===== src/rtl/jt6295_rom_arb.sv =====
// jt6295_rom_arb
// Shares the single external ADPCM sample ROM port between the phrase-table
// controller and the four per-channel sample fetchers. The controller has
// fixed priority. The channels are served round-robin. Each access waits
// out one guard cycle before it trusts rom_ok, because rom_ok may still
// describe the previous address. The returned byte goes back to the winner
// together with a one-cycle ok pulse.
//
// Ports
//   clk, rst             system clock, synchronous active-high reset
//   ctrl_cs/ctrl_addr    phrase-table read request (level) and 10-bit address
//   ctrl_ok              one-cycle pulse, controller read done, dout valid
//   ch_cs/ch_addr        per-channel requests, ch n address at [18n+17:18n]
//   ch_ok                one-cycle pulse per channel, read done, dout valid
//   dout                 returned byte, held until the next completion
//   rom_addr/rom_cs      external ROM address and select
//   rom_data/rom_ok      external ROM data and its valid flag
//
// Configuration
//   JT6295_ROM_CACHE_EN  when defined, each channel keeps a one-entry cache
//                        (tag, byte, valid). A hit completes straight from
//                        IDLE without touching the ROM.
module jt6295_rom_arb (
   input  logic        clk,
   input  logic        rst,
   input  logic        ctrl_cs,
   input  logic [9:0]  ctrl_addr,
   output logic        ctrl_ok,
   input  logic [3:0]  ch_cs,
   input  logic [71:0] ch_addr,
   output logic [3:0]  ch_ok,
   output logic [7:0]  dout,
   output logic [17:0] rom_addr,
   output logic        rom_cs,
   input  logic [7:0]  rom_data,
   input  logic        rom_ok
);

   typedef enum logic [1:0] {IDLE, WAIT, DONE} state_t;

   state_t      state_q, state_d;
   logic        rom_cs_q, rom_cs_d;
   logic [17:0] rom_addr_q, rom_addr_d;
   logic [7:0]  dout_q, dout_d;
   logic        ctrl_ok_q, ctrl_ok_d;
   logic [3:0]  ch_ok_q, ch_ok_d;
   logic [1:0]  rr_q, rr_d;
   logic        guard_q, guard_d;
   logic        gnt_ctrl_q, gnt_ctrl_d;
   logic [1:0]  gnt_ch_q, gnt_ch_d;

   logic [17:0] ch_addr_arr [4];
   logic        ch_any;
   logic [1:0]  ch_sel;
   logic        gnt_dropped;

`ifdef JT6295_ROM_CACHE_EN
   logic [17:0] tag_q [4], tag_d [4];
   logic [7:0]  cdata_q [4], cdata_d [4];
   logic [3:0]  cvalid_q, cvalid_d;
   logic        cache_hit;
`endif

   // Unpack the channel address bus into one entry per channel.
   always_comb begin
      for (int i = 0; i < 4; i++) begin
         ch_addr_arr[i] = ch_addr[18*i +: 18];
      end
   end

   // Round-robin search from rr+1 up to rr. The loop runs backwards, so the
   // nearest requester after rr is written last and therefore wins.
   always_comb begin
      ch_any = 1'b0;
      ch_sel = rr_q;
      for (int i = 4; i >= 1; i--) begin
         if (ch_cs[rr_q + 2'(i)]) begin
            ch_any = 1'b1;
            ch_sel = rr_q + 2'(i);
         end
      end
   end

   // An access is abandoned as soon as its own requester lets go of cs.
   assign gnt_dropped = gnt_ctrl_q ? !ctrl_cs : !ch_cs[gnt_ch_q];

`ifdef JT6295_ROM_CACHE_EN
   assign cache_hit = cvalid_q[ch_sel] && (tag_q[ch_sel] == ch_addr_arr[ch_sel]);
`endif

   // Next-state and output logic. Every ok pulse lasts one cycle because
   // the ok bits default to zero and are only set on the way into DONE.
   always_comb begin
      state_d    = state_q;
      rom_cs_d   = rom_cs_q;
      rom_addr_d = rom_addr_q;
      dout_d     = dout_q;
      ctrl_ok_d  = 1'b0;
      ch_ok_d    = 4'd0;
      rr_d       = rr_q;
      guard_d    = guard_q;
      gnt_ctrl_d = gnt_ctrl_q;
      gnt_ch_d   = gnt_ch_q;
`ifdef JT6295_ROM_CACHE_EN
      tag_d      = tag_q;
      cdata_d    = cdata_q;
      cvalid_d   = cvalid_q;
`endif
      case (state_q)
         IDLE: begin
            if (ctrl_cs) begin
               gnt_ctrl_d = 1'b1;
               rom_addr_d = {8'd0, ctrl_addr};
               rom_cs_d   = 1'b1;
               guard_d    = 1'b1;
               state_d    = WAIT;
            end else if (ch_any) begin
               gnt_ctrl_d = 1'b0;
               gnt_ch_d   = ch_sel;
`ifdef JT6295_ROM_CACHE_EN
               if (cache_hit) begin
                  dout_d          = cdata_q[ch_sel];
                  ch_ok_d[ch_sel] = 1'b1;
                  rr_d            = ch_sel;
                  state_d         = DONE;
               end else begin
                  rom_addr_d = ch_addr_arr[ch_sel];
                  rom_cs_d   = 1'b1;
                  guard_d    = 1'b1;
                  state_d    = WAIT;
               end
`else
               rom_addr_d = ch_addr_arr[ch_sel];
               rom_cs_d   = 1'b1;
               guard_d    = 1'b1;
               state_d    = WAIT;
`endif
            end
         end
         WAIT: begin
            guard_d = 1'b0;
            if (gnt_dropped) begin
               rom_cs_d = 1'b0;
               state_d  = IDLE;
            end else if (!guard_q && rom_ok) begin
               dout_d   = rom_data;
               rom_cs_d = 1'b0;
               state_d  = DONE;
               if (gnt_ctrl_q) begin
                  ctrl_ok_d = 1'b1;
               end else begin
                  ch_ok_d[gnt_ch_q] = 1'b1;
                  rr_d              = gnt_ch_q;
`ifdef JT6295_ROM_CACHE_EN
                  tag_d[gnt_ch_q]    = rom_addr_q;
                  cdata_d[gnt_ch_q]  = rom_data;
                  cvalid_d[gnt_ch_q] = 1'b1;
`endif
               end
            end
         end
         DONE: begin
            state_d = IDLE;
         end
         default: begin
            state_d = IDLE;
         end
      endcase
   end

   // State register. rr resets to 3 so that channel 0 is searched first.
   always_ff @(posedge clk) begin
      if (rst) begin
         state_q    <= IDLE;
         rom_cs_q   <= 1'b0;
         rom_addr_q <= 18'd0;
         dout_q     <= 8'd0;
         ctrl_ok_q  <= 1'b0;
         ch_ok_q    <= 4'd0;
         rr_q       <= 2'd3;
         guard_q    <= 1'b0;
         gnt_ctrl_q <= 1'b0;
         gnt_ch_q   <= 2'd0;
`ifdef JT6295_ROM_CACHE_EN
         for (int i = 0; i < 4; i++) begin
            tag_q[i]   <= 18'd0;
            cdata_q[i] <= 8'd0;
         end
         cvalid_q <= 4'd0;
`endif
      end else begin
         state_q    <= state_d;
         rom_cs_q   <= rom_cs_d;
         rom_addr_q <= rom_addr_d;
         dout_q     <= dout_d;
         ctrl_ok_q  <= ctrl_ok_d;
         ch_ok_q    <= ch_ok_d;
         rr_q       <= rr_d;
         guard_q    <= guard_d;
         gnt_ctrl_q <= gnt_ctrl_d;
         gnt_ch_q   <= gnt_ch_d;
`ifdef JT6295_ROM_CACHE_EN
         tag_q    <= tag_d;
         cdata_q  <= cdata_d;
         cvalid_q <= cvalid_d;
`endif
      end
   end

   assign ctrl_ok  = ctrl_ok_q;
   assign ch_ok    = ch_ok_q;
   assign dout     = dout_q;
   assign rom_addr = rom_addr_q;
   assign rom_cs   = rom_cs_q;

endmodule


===== config.mk =====
export PLATFORM = sky130hd
export DESIGN_NAME = jt6295_rom_arb
export DESIGN_NICKNAME = d
export VERILOG_FILES = /design/src/rtl/jt6295_rom_arb.sv
export SDC_FILE = /design/constraint.sdc
export NUM_CORES = 1
export LEC_CHECK = 0
export BUFFER_PORTS_ARGS = -buffer_cell sky130_fd_sc_hd__buf_4
export CAP_MARGIN = 5
export CORE_ASPECT_RATIO = 0.5
export CORE_MARGIN = 2
export CORE_UTILIZATION = 44
export DETAILED_ROUTE_END_ITERATION = 10
export GPL_TIMING_DRIVEN = 0
export PLACE_DENSITY_LB_ADDON = 0.1
export SLEW_MARGIN = 20
export SYNTH_ARGS = -nofsm -noshare
export SYNTH_HDL_FRONTEND = slang
export SYNTH_SLANG_ARGS = --single-unit

===== constraint.sdc =====
create_clock -name clk -period 2.3 [get_ports clk]
set_input_delay 0 -clock clk [delete_from_list [all_inputs] [get_ports clk]]
set_output_delay 0 -clock clk [all_outputs]
set_load 0.02 [all_outputs]

# Word level (Yosys, flattened, before mapping)
# Cells that the tools add are included.
# totals
regBits	40
in_bits	98
output_inout_bits	32
word_cells	85
# op_classes
addsub	3
order_cmp	7
n_eq_ne	3
mux	39
bitwise_logic	6
n_reduce_logical	17
# ops
cell	n
two-way mux 18 bit	4
binary-select mux 18 bit (select 2 bit)	1
two-way mux 1 bit	18
< comparator 2 x 3 -> 1 bit (second input constant)	5
two-way mux 2 bit	7
binary-select mux 1 bit (select 2 bit)	5
AND reduction 3 bit	3
inequality test 3 bit (second input constant)	2
AND reduction 2 bit	3
NOT 1 bit	5
OR reduction 5 bit	1
adder 2 bit (second input constant)	2
case mux 1 bit (2 select lines)	2
case mux 2 bit (2 select lines)	1
AND reduction 4 bit	1
nonzero test 2 bit	2
OR reduction 4 bit	1
>= comparator 3 bit (second input constant)	1
zero test 1 bit	3
NOT 2 -> 3 bit	1
adder 2 x 1 -> 2 bit (second input constant)	1
demux 1 bit (select 2 bit)	1
== test 2 x 1 -> 1 bit (second input constant)	1
>= comparator 2 x 1 -> 1 bit (second input constant)	1
2 further kinds	3

# Depth between registers and ports, before layout
# Gate-level depths: netlist (run 1).
# depth
ltp_word	12
depth_mapped	9

# Worst setup path after synthesis (run 1)
# Ideal clock, no wire load.
# synth_path
kind	register to register
start	reg gnt_ch_q[1]
end	reg ch_ok_q[3] (netlist: ch_ok[3])
setup_time_ps	116
t_arrival_ps	1747
required_ps	2184
slack_ps	437
path_stages_with_launch	7
path_buffers	1
synth_period_minus_slack_ps	1863
cell_sequence	dfxtp_1 mux4_2 nor2b_1 o211a_1 buf_2 and2_0 and3_1
# synth_between
elab_chain_len	5
word_cells_on_any_way	10
cone_classes	order compare: 2; mux: 5; reduce/logical: 3
# synth_rtl
item	line_no	rtl
start: declaration	50	logic [1:0] gnt_ch_q, gnt_ch_d;
start signal: assignment	201	gnt_ch_q <= gnt_ch_d;
binary-select mux 1 bit (select 2 bit)	85	assign gnt_dropped = gnt_ctrl_q ? !ctrl_cs : !ch_cs[gnt_ch_q];
two-way mux 1 bit (not written as such)	85	
zero test 1 bit	85	
two-way mux 1 bit	85	
OR reduction 5 bit (no source line)	n/a	
end signal: assignment	197	ch_ok_q <= ch_ok_d;
end: declaration	46	logic [3:0] ch_ok_q, ch_ok_d;
# Several ways; a longest one is shown, not always the timed one. The select of a mux whose other input is x is not followed.
# A chain may end at the register's enable or synchronous reset.

# Final worst setup path (run 1)
# layout_path
start	reg rr_q[0]
end	reg rom_addr_q[0] (netlist: rom_addr[0])
# layout_between
elab_chain_len	12
word_cells_on_any_way	26
cone_classes	add/sub: 3; mux: 20; bitwise: 1; reduce/logical: 2
# layout_rtl
item	line_no	rtl
start: declaration	47	logic [1:0] rr_q, rr_d;
start signal: assignment	198	rr_q <= rr_d;
adder 2 bit	77, 79	
binary-select mux 1 bit (select 2 bit)	77	if (ch_cs[rr_q + 2'(i)]) begin
two-way mux 1 bit (not written as such)	77	
two-way mux 2 bit (3 in a row)	77	
NOT 2 -> 3 bit (not written as such)	133	rom_addr_d = ch_addr_arr[ch_sel];
binary-select mux 18 bit (select 2 bit)	133	
two-way mux 18 bit (not written as such) (2 in a row)	133	
two-way mux 18 bit	117	end else if (ch_any) begin
two-way mux 18 bit	111	if (ctrl_cs) begin
end signal: assignment	194	rom_addr_q <= rom_addr_d;
end: declaration	43	logic [17:0] rom_addr_q, rom_addr_d;
# Several ways; a longest one is shown, not always the timed one. The select of a mux whose other input is x is not followed.

==> parameters.txt, run 1 <==
Parameter                              Value

Worst setup path
  Largest fanout of any net on the critical path    9
  Worst Path Required    ~2500 ps
  Sort of element at the start of the critical path    flop
  CP arrival    between 2000 and 2500 ps
  Type of the worst setup path    reg2reg
  Kind of end point of the critical path    flop

Clocking
  CTS root buffer    clkbuf_8
  Number of H-tree levels    2
  Postcts setup bufs    0
  Num Clock Sinks    40
  Clock tree from TritonCTS    built
  Maximum clock insertion buffer count    2
  Clock transition at path regs    ~80 ps
  Clk Latency, worst-skew pair    just under 300 ps
  Clock buffers created by TritonCTS    5
  Number of gates resized after CTS    0

GRT
  Maximum number of pins on one net before global-route repair    13
  GR Util All Layers    22.6%
  Initial antenna violation count    0
  Vias in the first global route    2194
  Global-route congestion overflow total    0
  First-pass GRT wire length    between 9 and 10 mm

Finish
  Fin util    between 70% and 80%
  Count of non-filler cells in the finished layout    ~430
  Fraction of final layout cells sized beyond drive strength 1    46.5%
  Inserted Diodes    0
  P&R area growth vs syn    56.7%
  NumNets Final    between 400 and 500

STA
  Relative max-transition margin    between 30% and 40%
  Final slew viol count    0
  Final number of setup-violating endpoints    0
  Slew @ Worst Pin    a little over 900 ps
  Maximum achievable frequency    roughly 490 MHz
  Post-layout minimum cycle time    between 2000 and 2500 ps
  Number of endpoints with negative hold slack in the final report    0
  Total Negative Setup Slacks    0 ps
  Setup repair after global routing missed its margin    no
  Crit path setup slack, layout    about 240 ps
  Final clock period utilization by the worst path    89.5%
  Final setup skew    between 7 and 8 ps

Synthesis
  Mapped Nets    310
  Number of distinct library cells after synthesis    39
  Netlist area before placement    ~2200 µm²
  FFs w/ async S/R, synth    0%
  Fraction of post-synthesis cell area in the top cell type by area    36.5%
  Area fraction in compound gates after synthesis    about 22%
  Part of the Yosys area used for sequential elements    between 30% and 40%
  Number of standard cells after synthesis    around 210
  Number of flops mapped to enable cells by yosys    0
  Mux cell area share after synthesis    between 20% and 30%
  Adder-cell share of the synthesized area    0%
  Biggest area contributors in the synthesized netlist    dfxtp_1 37%, mux2i_1 12%, mux4_2 9.2%
  Largest family of logic cells by synthesized area    compound AO/OA/AOI/OAI gates
  Post-synthesis xor/xnor area fraction    0%
  Avg Inst Size Synth    approximately 10 µm²
  Top cell type by total area after synthesis    dfxtp_1
  Post-synth top flop    dfxtp_1
  Post-synthesis simple-gate area fraction    ~16%
  Number of synthesis warnings    0
  FF+latch count, synth    40

Hold path
  Hold Crit Class    in2reg

Die
  Vertical die dimension    roughly 54 µm
  Top-level port count    between 100 and 150
  Placement Rows    18
  Die area    roughly 5600 µm²
  Initial Util    a little under half
  Area inside the core boundary    approximately 5000 µm²
  Die Wd    approximately 100 µm

Power
  Worst-case vdd ir drop    between 0.2 and 0.3 mV
  Areal power density over the cells    approximately 570 nW/µm²
  Leakage power of the design    1.60 nW

Placement
  Post-DP HPWL    4.84 mm
  RePlAce Congestion    approximately 0.83
  IO Port Bufs    129
  Count of placed standard cells including taps    a little over 400
  Minimum setup slack after placement    about 190 ps

Routing
  Total number of vias    ~2200
  # DRC    0
  Drt via density    around 5.2
  Detailed router's first-iteration violation count    84
  Number of iterations in the first detailed-routing pass    5
  Antenna-violating nets left    0
  Detailed-route wire length    slightly above 6 mm
  Detailed-route wire length per cell    between 10 and 15 µm

Status
  Status    completed

Job
  Max Cap Viol    0
==> critical path: stages, from the launching register on <==
cell and delay, ps:
dfxtp_1 440, nor2b_4 80, o31ai_2 730, nor2_2 220
a22o_1 270, o41ai_2 210
==> power breakdown <==
part           internal [mW]  leakage [nW]  switching (mW)
logic                  0.340          1.22           0.279
registers              0.745         0.328          0.0375
clock network          0.322        0.0552           0.247
total                   1.41          1.60           0.563
==> routing by layer <==
metal	wire length [µm]	track usage (%)	vias to the layer above
met3	408	6.30	5
met1	2730	27.3	1043
met5	0	0	-
met2	2950	41.0	88
li1	-	-	1081
met4	51	6.53	0
==> worst paths after layout <==
path / from / slack, ps / depth (start not counted) / to
hold reg to reg: rom_addr[8] / 480 / 2 / rom_addr[8]
setup reg to reg: rr_q[0] / 240 / 5 / rom_addr[0]
hold / removal: ctrl_addr[6] / 40 / 3 / rom_addr[6]
setup / recovery: rr_q[0] / 240 / 5 / rom_addr[0]
==> placed cells by master, fill, tap and decap left out, types with 2 or more instances in the layout <==
cell,count
inv_1,5
a211oi_1,2
a21oi_1,7
dfxtp_1,40
a22o_1,16
buf_12,2
nor3_1,5
dlygate4sd3_1,8
mux4_2,9
a211o_1,2
nand2_1,6
mux2i_1,26
o21ai_0,4
o41ai_2,8
clkbuf_8,5
nor2b_1,8
a221o_1,2
clkbuf_1,8
buf_4,131
nor2_1,30
and3_1,2
nand3_1,2
nand3b_1,8
and2_1,2
==> stage by stage <==
stage | total power [mW] | hold WS [ps] | cell area (µm²)
2_1_floorplan | 1.15 | 147 | 2190
3_3_place_gp | 1.39 | 234 | 3250
3_5_place_dp | 1.41 | 243 | 3250
4_1_cts | 1.99 | 27.8 | 3440
5_1_grt | 2.06 | 47.2 | 3440
6_report | 1.97 | 39.2 | 3440
==> cell type report <==
cell class              count  area (µm²)
repair buffers            137        1050
multi-input cells         153        1280
inverters                   6        22.5
fillers                   409        1430
plain buffers              13        90.1
clock inverters             2        35.0
well taps                  70        87.6
clock buffers               6        72.6
flip-flops and latches     40         801
==> logic make-up after synthesis <==
logic type | after synthesis
flip-flops | 40
AND/OR/NAND/NOR | 67
AO/OA/AOI/OAI | 51
buffers and inverters | 19
multiplexers | 35
==> cells in the mapped netlist (5+ instances only) <==
cell type,number
nand3b_1,8
a22o_1,16
mux4_2,9
nand2_1,6
o41ai_2,8
mux2i_1,26
clkbuf_1,7
nor3_1,5
a21oi_1,7
inv_1,5
nor2b_1,8
dfxtp_1,40
nor2_1,30
==> timing repair <==
item	in CTS	in global routing
setup endpoints to repair	0	0
hold buffers	8	0
endpoints found under the hold margin	8	0
==> flip-flops by register name, indices dropped and copies added, names as in the netlist <==
| name | cells |
|---|---|
| state_q | 2 |
| ctrl_ok | 1 |
| rr_q | 2 |
| guard_q | 1 |
| rom_cs | 1 |
| dout | 8 |
| gnt_ch_q | 2 |
| ch_ok | 4 |
| gnt_ctrl_q | 1 |
| rom_addr | 18 |
No activity file was read; power rests on OpenSTA's default activity.
==> run 2: changes to the inputs <==
- CORE_UTILIZATION: 44 -> 39
- clock period: 2.3 -> 1.72 ns (I/O delays scaled with it)
==> run 2 against run 1 <==
  * The run now ends with setup timing left
  * Critical endpoint is now rom_addr[17]
  * Routed wire length up 9.7%
  * Global-route usage down 0.75 points
  * Design area is 8.3% higher
==> parameters.txt, run 2 (synthesis results as in run 1) <==
Parameter                              Value

Worst setup path
  Type of the worst setup path    reg2reg (unchanged)
  Cells along the critical path    nor2b_4 > o21bai_4 > and3_4 > buf_12 > buf_12 > mux4_2 > a22o_1 (was nor2b_4 > o31ai_2 > nor2_2 > a22o_1 > o41ai_2)
  Launch point of the worst path    rr_q[0] (unchanged)
  CP bufs+invs    2 (was 0)
  Sort of element at the start of the critical path    flop (unchanged)
  Reg2Reg Setup Slack    -140 ps (was 240 ps)
  CP arrival    2060 ps (was 2250 ps)
  Worst Path Required    1910 ps (was 2490 ps)
  Worst path top cell family by delay    multiplexers (was compound AO/OA/AOI/OAI gates)
  Largest fanout of any net on the critical path    6 (was 9)
  Max stage delay on crit path    500 ps (was 730 ps)
  Reg-to-Reg End    rom_addr[17] (was rom_addr[0])
  Kind of end point of the critical path    flop (unchanged)
  Number of cells traversed by the worst register-to-register path    7 (was 5)
  Start of the worst register-to-register path    rr_q[0] (unchanged)
  Critical path's slowest cell    mux4_2 (was o31ai_2)
  Crit path top cell by count    buf_12

Die
  Top-level port count    130 (unchanged)
  Initial Util    40.3% (was 45.1%)
  Vertical die dimension    57.0 µm (was 53.9 µm)
  Die area    6270 µm² (was 5600 µm²)
  Die Wd    110 µm (was 104 µm)
  Area inside the core boundary    5440 µm² (was 4860 µm²)
  Placement Rows    19 (was 18)

Routing
  # DRC    0 (unchanged)
  Antenna-violating nets left    0 (unchanged)
  Detailed-route wire length per cell    15.2 µm (was 14.4 µm)
  Total number of vias    2279 (was 2217)
  Drt via density    5.13 (was 5.19)
  Detailed-route wire length    6.74 mm (was 6.14 mm)
  Detailed router's first-iteration violation count    83 (was 84)
  Number of iterations in the first detailed-routing pass    7 (was 5)

Hold path
  Hold Crit Class    in2reg (unchanged)
  Capture endpoint of the worst hold path    rom_addr[1] (was rom_addr[6])
  Hold Path Stages    3 (unchanged)
  Startpoint of the most critical hold path    ctrl_addr[1] (was ctrl_addr[6])

STA
  Worst hold margin    31.4 ps (was 39.2 ps)
  Slew @ Worst Pin    664 ps (was 905 ps)
  Final setup skew    6.37 ps (was 7.69 ps)
  Final clock period utilization by the worst path    108% (was 89.5%)
  Crit path setup slack, layout    -145 ps (was 241 ps)
  Final number of setup-violating endpoints    20 (was 0)
  Maximum achievable frequency    536 MHz (was 486 MHz)
  Relative max-transition margin    55.7% (was 39.2%)
  Number of endpoints with negative hold slack in the final report    0 (unchanged)
  Post-layout minimum cycle time    1860 ps (was 2060 ps)
  Setup repair after global routing missed its margin    yes (was no)
  Final slew viol count    0 (unchanged)

Power
  Share of power burned in registers    37.9% (was 39.7%)
  Switching share of power    28.7% (was 28.6%)
  Areal power density over the cells    742 nW/µm² (was 574 nW/µm²)
  Overall power    2.76 mW (was 1.97 mW)
  Switching power total    793 µW (was 563 µW)
  Fraction of power consumed by the clock network    27.4% (was 28.9%)
  Leakage power of the design    1.72 nW (was 1.60 nW)
  Internal power summed over all cells    1.97 mW (was 1.41 mW)
  Proportion of power drawn by combinational gates    34.8% (was 31.4%)
  Worst-case vdd ir drop    0.463 mV (was 0.289 mV)

Clocking
  Clock tree from TritonCTS    built (unchanged)
  Number of H-tree levels    2 (unchanged)
  Maximum clock insertion buffer count    2 (unchanged)
  Num Clock Sinks    40 (unchanged)
  Clk Latency, worst-skew pair    290 ps (about the same)
  Clock transition at path regs    80 ps (about the same)
  CTS root buffer    clkbuf_8 (unchanged)
  Clock buffers created by TritonCTS    5 (unchanged)

GRT
  Global-route congestion overflow total    0 (unchanged)
  First-pass GRT wire length    10.7 mm (was 9.96 mm)
  Maximum number of pins on one net before global-route repair    13 (unchanged)
  Vias in the first global route    2283 (was 2194)
  Initial antenna violation count    0 (unchanged)
  GR Util All Layers    21.9% (was 22.6%)

Finish
  Filler instances    422 (was 409)
  Fraction of final layout cells sized beyond drive strength 1    52.3% (was 46.5%)
  Inserted Diodes    0 (unchanged)
  Commonest cells after routing, fill and taps aside    138 x buf_4, 37 x dfxtp_1, 29 x nor2_1 (was 131 x buf_4, 40 x dfxtp_1, 30 x nor2_1)
  P&R area growth vs syn    69.8% (was 56.7%)
  Max reg flops    18 (unchanged)
  Most common library cell in the layout ignoring fill and taps    buf_4 (unchanged)
  NumNets Final    468 (was 454)

Placement
  RePlAce Congestion    0.829 (was 0.826)
  Post-DP HPWL    4.91 mm (was 4.84 mm)
  IO Port Bufs    129 (unchanged)
  Minimum setup slack after placement    -353 ps (was 186 ps)

Job
  Max Cap Viol    0 (unchanged)

Status
  Failing checks    setup timing
  Status    finished, violations left (was completed)
==> run 2: cell count changes in the layout (fill, tap and decap cells not counted), sizes merged <==
cell / previous run / this run
buf: 135 / 149
==> run 2: worst max-delay path by stage <==
stage	endpoint	slack, ps	cells after the start
finish	rom_addr[17]	-140	7
global route	rom_addr[10]	-200	7
CTS	rom_addr[17]	-120	7
detailed placement	rom_addr[4]	-350	5
global placement	rom_addr[16]	-240	4
floorplan	rom_addr[16]	-10	7
==> run 2: cell type report <==
class | count | area (µm²) | area share (%)
Inverter | 6 | 22.5 | 0.605
Tap cell | 73 | 91.3 | 2.45
Timing Repair Buffer | 153 | 1240 | 33.2
Clock buffer | 6 | 72.6 | 1.95
Sequential cell | 40 | 812 | 21.8
Buffer | 11 | 81.3 | 2.18
Multi-Input combinational cell | 153 | 1370 | 36.8
Clock inverter | 2 | 35.0 | 0.941
==> run 2: per-stage QoR <==
stage	instances	util [%]	TNS [ps]	area [µm²]
floorplan	212	-	-17.6	2220
finish	444	68.4	-1440	3720
detailed placement	414	60.2	-5280	3280
global placement	414	60.2	-3760	3280
global route	444	68.4	-3020	3720
CTS	443	67.6	-1330	3680
==> run 2: worst min-delay path: cells and delay by family <==
kind / cells / cell delay, ps
buf+inv: 1 / 80
compound gates: 1 / 180
simple gates: 1 / 40
==> run 2: what timing repair did <==
action | in CTS | in global routing
gates cloned | 2 | 0
pin swaps | 7 | 15
hold endpoints to repair | 8 | 0
resized for setup | 17 | 10
hold buffers | 8 | 0
setup endpoints to repair | 28 | 33
setup buffers | 12 | 3
==> run 2: per-layer routing <==
layer | part of all wire (%) | routed length [µm] | GRT usage (%) | up-vias
met1 | 45 | 3000 | 28.2 | 1076
li1 | - | - | - | 1114
met3 | 7.8 | 528 | 5.14 | 9
met4 | 0.96 | 65 | 5.79 | 0
met5 | 0 | 0 | 0 | -
met2 | 47 | 3150 | 37.1 | 80
==> run 2: power groups by stage <==
stage	clock (mW)	sequential [mW]	combinational [mW]
2_1_floorplan	0	1.13	0.421
3_3_place_gp	0	1.07	0.810
3_5_place_dp	0	1.07	0.827
4_1_cts	0.773	1.04	0.950
5_1_grt	0.815	1.05	1.03
6_report	0.755	1.05	0.960
==> run 3: changes to the inputs <==
- ABC_AREA: unset -> 1
- CORE_UTILIZATION: 39 -> 41
- PLACE_DENSITY: unset -> 0.84
- PLACE_DENSITY_LB_ADDON: 0.1 -> unset
==> run 3 against run 2 <==
  * The run still ends with setup timing left
  * Critical path depth rose by 7
  * Area after synthesis rose by 15%
  * Via count rose by 49%
  * Clock skew fell by 3.2 ps
  * Setup slack got worse by 72 ps
  * Core utilization rose by 2.8 points
  * Combinational power rose by 62%
  * Largest cell class unchanged
==> parameters.txt, run 3 <==
Parameter                              Value

STA
  Final number of setup-violating endpoints    23 (was 20)
  Post-layout minimum cycle time    1940 ps (was 1860 ps)
  Final clock period utilization by the worst path    113% (was 108%)
  Relative max-transition margin    62.4% (was 55.7%)
  Worst hold margin    12.2 ps (was 31.4 ps)
  Final slew viol count    0 (unchanged)
  Final setup skew    3.21 ps (was 6.37 ps)
  Total Negative Setup Slacks    -2720 ps (was -1440 ps)
  Number of endpoints with negative hold slack in the final report    0 (unchanged)
  Maximum achievable frequency    516 MHz (was 536 MHz)
  Crit path setup slack, layout    -217 ps (was -145 ps)
  Slew @ Worst Pin    564 ps (was 664 ps)
  Setup repair after global routing missed its margin    yes (unchanged)

Worst setup path
  Critical path depth in cells    14 (was 7)
  Kind of end point of the critical path    flop (unchanged)
  Number of cells traversed by the worst register-to-register path    14 (was 7)
  Sort of element at the start of the critical path    flop (unchanged)
  Worst Path Required    1870 ps (was 1910 ps)
  Worst path top cell family by delay    simple AND/OR/NAND/NOR gates (was multiplexers)
  Crit path top cell by count    nand2_1 (was buf_12)
  Critical path's slowest cell    dfxtp_2 (was mux4_2)
  Start of the worst register-to-register path    rr_q[0] (unchanged)
  CP bufs+invs    2 (unchanged)
  Max stage delay on crit path    330 ps (was 500 ps)
  Reg2Reg Setup Slack    -220 ps (was -140 ps)
  Type of the worst setup path    reg2reg (unchanged)
  Largest fanout of any net on the critical path    10 (was 6)
  Launch point of the worst path    rr_q[0] (unchanged)
  CP arrival    2090 ps (was 2060 ps)
  Reg-to-Reg End    rom_addr[1] (was rom_addr[17])
  Cells along the critical path    buf_6 > nand2_1 > o21ai_4 > nand2_2 > nand2_4 > nand2_4 > nand3_4 > nand2_8 > buf_6 > nand2_1 > nand3_1 > nand3_1 > nand2_1 > a21oi_1 (was nor2b_4 > o21bai_4 > and3_4 > buf_12 > buf_12 > mux4_2 > a22o_1)
  Timing endpoint of the critical path    rom_addr[1] (was rom_addr[17])

Status
  Failing checks    setup timing (unchanged)
  Status    finished, violations left (unchanged)

Power
  Overall power    3.73 mW (was 2.76 mW)
  Fraction of power consumed by the clock network    29.0% (was 27.4%)
  Worst-case vdd ir drop    0.462 mV (was 0.463 mV)
  Leakage power of the design    2.25 nW (was 1.72 nW)
  Internal power summed over all cells    2.42 mW (was 1.97 mW)
  Switching share of power    35.0% (was 28.7%)
  Share of power burned in registers    29.0% (was 37.9%)
  Proportion of power drawn by combinational gates    42.0% (was 34.8%)
  Switching power total    1.30 mW (was 793 µW)
  Areal power density over the cells    871 nW/µm² (was 742 nW/µm²)

Die
  Die Wd    115 µm (was 110 µm)
  Vertical die dimension    59.5 µm (was 57.0 µm)
  Die area    6850 µm² (was 6270 µm²)
  Placement Rows    20 (was 19)
  Top-level port count    130 (unchanged)
  Initial Util    42.1% (was 40.3%)
  Area inside the core boundary    6010 µm² (was 5440 µm²)

Clocking
  Clk Latency, worst-skew pair    290 ps (about the same)
  Number of H-tree levels    2 (unchanged)
  Num Clock Sinks    40 (unchanged)
  Maximum clock insertion buffer count    2 (unchanged)
  Clock transition at path regs    60 ps (was 80 ps)
  Clock tree from TritonCTS    built (unchanged)
  CTS root buffer    clkbuf_16 (was clkbuf_8)
  Clock buffers created by TritonCTS    5 (unchanged)

Routing
  Antenna-violating nets left    0 (unchanged)
  Detailed router's first-iteration violation count    316 (was 83)
  Detailed-route wire length per cell    14.7 µm (was 15.2 µm)
  Drt via density    5.21 (was 5.13)
  # DRC    0 (unchanged)
  Detailed-route wire length    9.63 mm (was 6.74 mm)
  Total number of vias    3405 (was 2279)
  Number of iterations in the first detailed-routing pass    7 (unchanged)

Placement
  RePlAce Congestion    0.852 (was 0.829)
  Count of placed standard cells including taps    618 (was 414)
  IO Port Bufs    128 (was 129)
  Post-DP HPWL    5.88 mm (was 4.91 mm)

GRT
  Initial antenna violation count    0 (unchanged)
  Vias in the first global route    2904 (was 2283)
  Global-route congestion overflow total    0 (unchanged)
  First-pass GRT wire length    13.4 mm (was 10.7 mm)
  Maximum number of pins on one net before global-route repair    15 (was 13)
  GR Util All Layers    24.9% (was 21.9%)

Synthesis
  Post-synth top flop    dfxtp_1 (unchanged)
  FFs w/ async S/R, synth    0% (unchanged)
  Number of standard cells after synthesis    413 (was 212)
  Most numerous cell in the Yosys netlist    nand2_1 (was dfxtp_1)
  Number of synthesis warnings    0 (unchanged)
  Mapped Nets    511 (was 310)
  Fraction of post-synthesis cell area in the top cell type by area    31.7% (was 36.5%)
  Avg Inst Size Synth    6.12 µm² (was 10.3 µm²)
  FF+latch count, synth    40 (unchanged)
  Netlist area before placement    2530 µm² (was 2190 µm²)
  Part of the Yosys area used for sequential elements    31.7% (was 36.5%)
  Most used standard cells in the synthesized netlist    102 x nand2_1, 64 x inv_1, 60 x nand3_1, 43 x nor2_1, 40 x dfxtp_1 (was 40 x dfxtp_1, 30 x nor2_1, 26 x mux2i_1, 16 x a22o_1, 9 x mux4_2)
  Number of distinct library cells after synthesis    28 (was 39)
  Top cell type by total area after synthesis    dfxtp_1 (unchanged)
  Biggest area contributors in the synthesized netlist    dfxtp_1 32%, nand2_1 15%, nand3_1 12% (was dfxtp_1 37%, mux2i_1 12%, mux4_2 9.2%)
  Number of flops mapped to enable cells by yosys    0 (unchanged)

Finish
  Fraction of final layout cells sized beyond drive strength 1    40.5% (was 52.3%)
  NumNets Final    673 (was 468)
  Count of non-filler cells in the finished layout    653 (was 444)
  Max reg flops    18 (unchanged)
  Most common library cell in the layout ignoring fill and taps    buf_4 (unchanged)
  Commonest cells after routing, fill and taps aside    146 x buf_4, 87 x nand2_1, 60 x inv_1 (was 138 x buf_4, 37 x dfxtp_1, 29 x nor2_1)
  P&R area growth vs syn    69.1% (was 69.8%)
  Filler instances    451 (was 422)
  Inserted Diodes    0 (unchanged)

Job
  Max Cap Viol    0 (unchanged)

Hold path
  Hold Crit Class    in2reg (unchanged)
[run 3: changes by cell type after synthesis, sizes merged, moves of 8 or more]
cell | before | now
a21oi | 8 | 18
a22o | 16 | 0
buf | 6 | 15
inv | 5 | 70
mux2i | 26 | 0
mux4 | 9 | 0
nand2 | 6 | 111
nand3 | 2 | 61
nor2 | 31 | 43
nor2b | 10 | 0
o211ai | 0 | 14
o21ai | 5 | 18
o41ai | 8 | 0
[run 3: worst min-delay path, cell delays in order]
cell	delay, ps
buf_4	80
a21oi_1	50
a21oi_1	130
[run 3: final cells by class]
class	instances	area [µm²]	share of cell area [%]
Multi-Input combinational cell	284	1550	36.2
Sequential cell	40	811	19.0
Clock buffer	5	125	2.93
Tap cell	77	96.3	2.25
Clock inverter	3	47.5	1.11
Inverter	70	278	6.50
Buffer	20	164	3.83
Timing Repair Buffer	154	1210	28.2
[run 3: layer usage]
metal / vias to the layer above / part of all wire, % / global-route usage [%]
met5: - / 0 / 0
met1: 1556 / 40 / 32.0
li1: 1622 / - / -
met3: 38 / 7.7 / 5.62
met2: 189 / 49 / 42.3
met4: 0 / 3.1 / 7.75
[run 3: worst min-delay path by stage]
stage	start	to	slack, ps	cells past startpoint
4_1_cts	ctrl_addr[9]	rom_addr[9]	10	3
3_3_place_gp	rom_data[3]	dout[3]	250	3
2_1_floorplan	ctrl_cs	gnt_ctrl_q	150	2
5_1_grt	ctrl_addr[8]	rom_addr[8]	20	3
6_report	ctrl_addr[9]	rom_addr[9]	10	3
3_5_place_dp	rom_data[3]	dout[3]	260	3
[run 3: through the flow]
| stage | instance area (µm²) | utilization (%) | setup WS [ps] |
|---|---|---|---|
| after floorplan | 2530 | - | 1.63 |
| after global placement | 3590 | 59.7 | -269 |
| after detailed placement | 3590 | 59.7 | -304 |
| after CTS | 4030 | 67.1 | -131 |
| after global routing | 4280 | 71.2 | -323 |
| final | 4280 | 71.2 | -217 |
[run 3: logic make-up (layout without fill, tap and decap cells)]
group                  after synthesis  count (layout)  share of synthesized area, %
flip-flops                          40              40                          31.7
AO/OA/AOI/OAI                       54              54                          12.4
AND/OR/NAND/NOR                    229             230                          40.9
buffers and inverters               90             252                          15.1
[run 3: power by group through the flow]
stage / Clock, mW / Sequential (mW) / Combinational, mW
after floorplan: 0 / 1.17 / 0.676
after global routing: 1.12 / 1.09 / 1.69
after detailed placement: 0 / 1.09 / 1.21
final: 1.08 / 1.08 / 1.56
after global placement: 0 / 1.09 / 1.20
after CTS: 1.08 / 1.07 / 1.36
[run 3: what timing repair did]
item / CTS / global route
hold buffers: 8 / 0
hold endpoints to repair: 8 / 0
endpoints found under the setup margin: 31 / 35
buffers inserted: 10 / 4
pin swaps: 9 / 25
cloned: 2 / 3
resized for setup: 36 / 49
